**src/rtl/stack_game_core.sv**
```systemverilog
// Playfield engine for the falling-brick game: NCOLS piles, one falling brick,
// gravity, left/right moves, line clear, game-over detection and a saturating score.
module stack_game_core #(
    parameter int NCOLS   = 3,
    parameter int DEPTH   = 7,
    parameter int HW      = 3,
    parameter int CW      = 2,
    parameter int SCORE_W = 14
) (
    input  logic                  clk,
    input  logic                  reset,
    input  logic                  enable,
    input  logic                  drop_tick,
    input  logic                  btn_plus,
    input  logic                  btn_moins,
    output logic [NCOLS*HW-1:0]   heights,
    output logic [CW-1:0]         brick_col,
    output logic [HW-1:0]         brick_row,
    output logic                  aligne,
    output logic                  perdu,
    output logic [SCORE_W-1:0]    score
);

    typedef enum logic [1:0] {FALL, CHECK, SPAWN, LOST} state_t;

    localparam logic [CW-1:0] MID_COL = CW'(NCOLS / 2);
    localparam logic [HW-1:0] TOP_ROW = HW'(DEPTH - 1);
    localparam logic [HW-1:0] FULL_H  = HW'(DEPTH);

    state_t               state, state_n;
    logic [HW-1:0]        h [NCOLS];
    logic [HW-1:0]        h_n [NCOLS];
    logic [CW-1:0]        col_n;
    logic [HW-1:0]        row_n;
    logic                 aligne_n, perdu_n;
    logic [SCORE_W-1:0]   score_n;

    logic [HW-1:0]        cur_h, right_h, left_h;
    logic                 all_nonzero, can_right, can_left;

    // Heights of the brick's column and its two neighbours, plus the line-clear condition.
    always_comb begin
        cur_h       = '0;
        right_h     = '0;
        left_h      = '0;
        all_nonzero = 1'b1;
        for (int c = 0; c < NCOLS; c++) begin
            if (CW'(c) == brick_col)             cur_h   = h[c];
            if (CW'(c) == brick_col + CW'(1))    right_h = h[c];
            if (CW'(c) + CW'(1) == brick_col)    left_h  = h[c];
            if (h[c] == '0)                      all_nonzero = 1'b0;
        end
    end

    assign can_right = (int'(brick_col) < NCOLS - 1) && (right_h <= brick_row);
    assign can_left  = (brick_col != '0) && (left_h <= brick_row);

    // NOTE: every signal gets a default before the case so no path leaves it unassigned (no latches).
    always_comb begin
        state_n  = state;
        h_n      = h;
        col_n    = brick_col;
        row_n    = brick_row;
        aligne_n = aligne;
        perdu_n  = perdu;
        score_n  = score;
        if (enable) begin
            unique case (state)
                FALL: begin
                    if (drop_tick) begin
                        if (brick_row == cur_h) begin
                            for (int c = 0; c < NCOLS; c++)
                                if (CW'(c) == brick_col) h_n[c] = h[c] + HW'(1);
                            state_n = CHECK;
                        end else begin
                            row_n = brick_row - HW'(1);
                        end
                    end else if (btn_plus && !btn_moins) begin
                        if (can_right) col_n = brick_col + CW'(1);
                    end else if (btn_moins && !btn_plus) begin
                        if (can_left) col_n = brick_col - CW'(1);
                    end
                end
                CHECK: begin
                    if (all_nonzero) begin
                        for (int c = 0; c < NCOLS; c++) h_n[c] = h[c] - HW'(1);
                        if (score != '1) score_n = score + SCORE_W'(1);
                        aligne_n = 1'b1;
                    end
                    state_n = SPAWN;
                end
                SPAWN: begin
                    aligne_n = 1'b0;
                    if (h[NCOLS/2] == FULL_H) begin
                        perdu_n = 1'b1;
                        state_n = LOST;
                    end else begin
                        col_n   = MID_COL;
                        row_n   = TOP_ROW;
                        state_n = FALL;
                    end
                end
                LOST: ;
                default: state_n = FALL;
            endcase
        end
    end

    // NOTE: sequential state uses non-blocking assignments so all registers update together.
    always_ff @(posedge clk or negedge reset) begin
        if (!reset) begin
            state     <= FALL;
            brick_col <= MID_COL;
            brick_row <= TOP_ROW;
            aligne    <= 1'b0;
            perdu     <= 1'b0;
            score     <= '0;
            // NOTE: the pile array is a handful of flops, not a RAM, so it is cleared on reset.
            for (int c = 0; c < NCOLS; c++) h[c] <= '0;
        end else begin
            state     <= state_n;
            brick_col <= col_n;
            brick_row <= row_n;
            aligne    <= aligne_n;
            perdu     <= perdu_n;
            score     <= score_n;
            h         <= h_n;
        end
    end

    always_comb begin
        heights = '0;
        for (int c = 0; c < NCOLS; c++) heights[c*HW +: HW] = h[c];
    end

endmodule

```
**config.mk**
```make
export PLATFORM = sky130hd
export DESIGN_NAME = stack_game_core
export DESIGN_NICKNAME = d
export VERILOG_FILES = /design/src/rtl/stack_game_core.sv
export SDC_FILE = /design/constraint.sdc
export NUM_CORES = 1
export LEC_CHECK = 0
export BUFFER_PORTS_ARGS = -buffer_cell sky130_fd_sc_hd__buf_2
export CAP_MARGIN = 25
export CORE_MARGIN = 2
export CORE_UTILIZATION = 45
export DETAILED_ROUTE_END_ITERATION = 10
export PLACE_DENSITY = 0.69
export SLEW_MARGIN = 20
export SYNTH_ARGS = -nofsm -noshare
export SYNTH_HDL_FRONTEND = slang
export SYNTH_SLANG_ARGS = --single-unit
```
**constraint.sdc**
```tcl
create_clock -name clk -period 3.5 [get_ports clk]
set_clock_uncertainty 0.05 [all_clocks]
set_input_delay 0.525 -clock clk [delete_from_list [all_inputs] [get_ports clk]]
set_output_delay 0.525 -clock clk [all_outputs]
set_load 0.01 [all_outputs]
```
==> results.toml <==
[finish]
multi_input_area_sq_um = 1370
fillers = 487
antenna_cells = 0
mostFrequentLayoutCell = "buf_2"
layout_common_cells = "buf_2 (35), dfrtp_1 (29), inv_1 (20), nand2_1 (20), ha_1 (19)"
stdcell_count = 344
syn_to_final_growth_pct = 13.1
register_area_sq_um = 805
drive_gt1_frac = 0.217
num-nets-final = 304

[die]
dieArea_sq_um = 5690
die_x_um = 75.4
die_h_um = 75.4
initial_utilization = 0.477
core_sq_um = 4820
rows = 25
ios = 36

[detailed_routing]
drtAntennaViolNets = 0
routedWlPerCell_um = 15.2
drc_errors = 0
wl_um = 5230
drtIter0Drc = 90
firstDrtPassIters = 4
avgViaCountPerCell = 5.49
vias = 1890

[clock_network]
numCtsBuffers = 5
post_cts_buffers = 0
clk_pin_slew_ns = 0.07
numClockSinks = 32
cts_buffer_depth = 2
cts_resized = 0
clockRootBuffer = "clkbuf_8"
htreeDepth = 2
holdBufCountCts = 0
cts_tree = "yes"
clk_latency_ns = 0.29

[pwr]
power_frac_comb = 0.584
switching_power_w = 0.00120
seq_power_share = 0.300
pwr_density_cell_nw_per_um2 = 946
internal_power_w = 0.00126
clkPwrFrac = 0.116
ir_worst_vdd_mv = 0.337
switching_share = 0.486
power.total_w = 0.00246
p_leak_nw = 1.20

[synthesis]
synth_edf_count = 0
yosysSeqAreaShare = 0.350
syn_area_per_cell_sq_um = 9.53
synth_top_area_frac = 0.316
ys_seq_elements = 32
syn-cell-area_sq_um = 2300
ys.flop_type = "dfrtp_1"
async_reset_ff_frac = 1.00
syn_nets = 269
synth_area_leaders = "dfrtp_1 (32%), ha_1 (10%), xnor2_1 (6.5%)"
ys_warn_count = 0
synth.distinct_cells = 50
syn_inst = 241
yosysTopAreaCell = "dfrtp_1"

[worst_setup_path]
crit_required_ns = 3.63
worst-path-max-fanout = 11
worstPathArrival_ns = 3.14
crit_chain = "inv_1 -> ha_1 -> nor2b_1 -> a221oi_1 -> a21oi_1 -> ha_1 -> nor2b_1 -> o21ai_0 -> a32oi_1 -> o22ai_1 -> o21ai_0 -> a22o_1"
crit_family = "compound AO/OA/AOI/OAI gates"
crit_path_max_incr_delay_ns = 0.63
endpoint_kind = "flip-flop"
crit_buf_inv = 1
slowest_stage = "dfstp_2"
critPathLaunchType = "flip-flop"
crit_type = "flip-flop to flip-flop"

[sta]
tns_ns = 0
hold_viol = 0
period_share = 0.860
min_period_ns = 3.01
worst_pin_slew_ns = 0.697
whs_ns = 0.226
fmax_mhz = 332
slew_viol_final = 0
max-slew-margin-rel = 0.535
rsz0062_at_grt = "false"
final-setup-viol-count = 0

[place]
gp_congestion = 0.854
io_buffer_count = 35
dp_hpwl_um = 4000
dp.cells = 336

[global_routing]
grt_overflow = 0
antenna_found_initial = 0
grt_pass1_vias = 1855
use_met2 = 0.348
grt_pass1_wl_um = 8710
met1_usage = 0.260
grt_usage = 0.204
grt_max_degree = 33
grtUsageMet3 = 0.0463
top_usage_layer = "met2"

[outcome]
status = "complete, no violations"

[flow_run]
max-cap-violations = 0

[worst_hold_path]
worst_hold_path_type = "input pin to asynchronous set/reset pin"
## cell families after synthesis
logic type | synth area share
buffers and inverters | 0.0523
flip-flops | 0.350
AO/OA/AOI/OAI | 0.149
XOR/XNOR | 0.102
adder cells (fa/ha/maj) | 0.130
multiplexers | 0.0365
AND/OR/NAND/NOR | 0.179
## final timing paths
path | slack (ns) | from | end | cells after the start
min in group clk | 0.43 | perdu | perdu | 1
worst max-delay path | 0.49 | brick_col[0] | brick_col[1] | 12
worst max register to register | 0.49 | brick_col[0] | brick_col[1] | 12
max in group asynchronous | 2.72 | reset | brick_col[1] | 1
worst min-delay path | 0.23 | reset | score[10] | 1
worst min register to register | 0.43 | perdu | perdu | 1
## routing by layer
metal	up-vias	routed length, um
li1	918	-
met1	924	2380
met4	0	38
met3	4	210
met5	-	0
met2	44	2610
## layout make-up
cell class | instances | share of cell area
Timing Repair Buffer | 35 | 0.0674
Sequential cell | 32 | 0.310
Clock buffer | 5 | 0.0265
Clock inverter | 3 | 0.00723
Tap cell | 67 | 0.0323
Multi-Input combinational cell | 182 | 0.528
Inverter | 20 | 0.0289
## Yosys cell counts, drive strengths merged (8+ instances only)
master  count
xnor2      18
o21ai      10
nand2      20
nor2       13
nand4       8
nand3      11
nor3        8
dfrtp      29
ha         19
inv        20
xor2        8
a21oi      12
## power groups by stage
stage               Combinational, W  Clock, W  Sequential, W
floorplan                    0.00106         0       0.000721
detailed placement           0.00143         0       0.000741
global placement             0.00138         0       0.000734
CTS                          0.00145  0.000292       0.000735
finish                       0.00144  0.000285       0.000737
global route                 0.00161  0.000308       0.000756
## state kept, by name, indices dropped and copies added, names as in the netlist
signal,cells
brick_col,2
perdu,1
aligne,1
heights,9
state,2
score,14
brick_row,3
## stage by stage
stage               instance area (sq um)  worst slack, ns  utilization
floorplan                            2300            0.807            -
global placement                     2510            0.704        0.521
detailed placement                   2510            0.551        0.521
CTS                                  2600            0.545        0.539
global route                         2600            0.343        0.539
finish                               2600            0.489        0.539
Note: power is estimated with default switching activity, not from simulation.
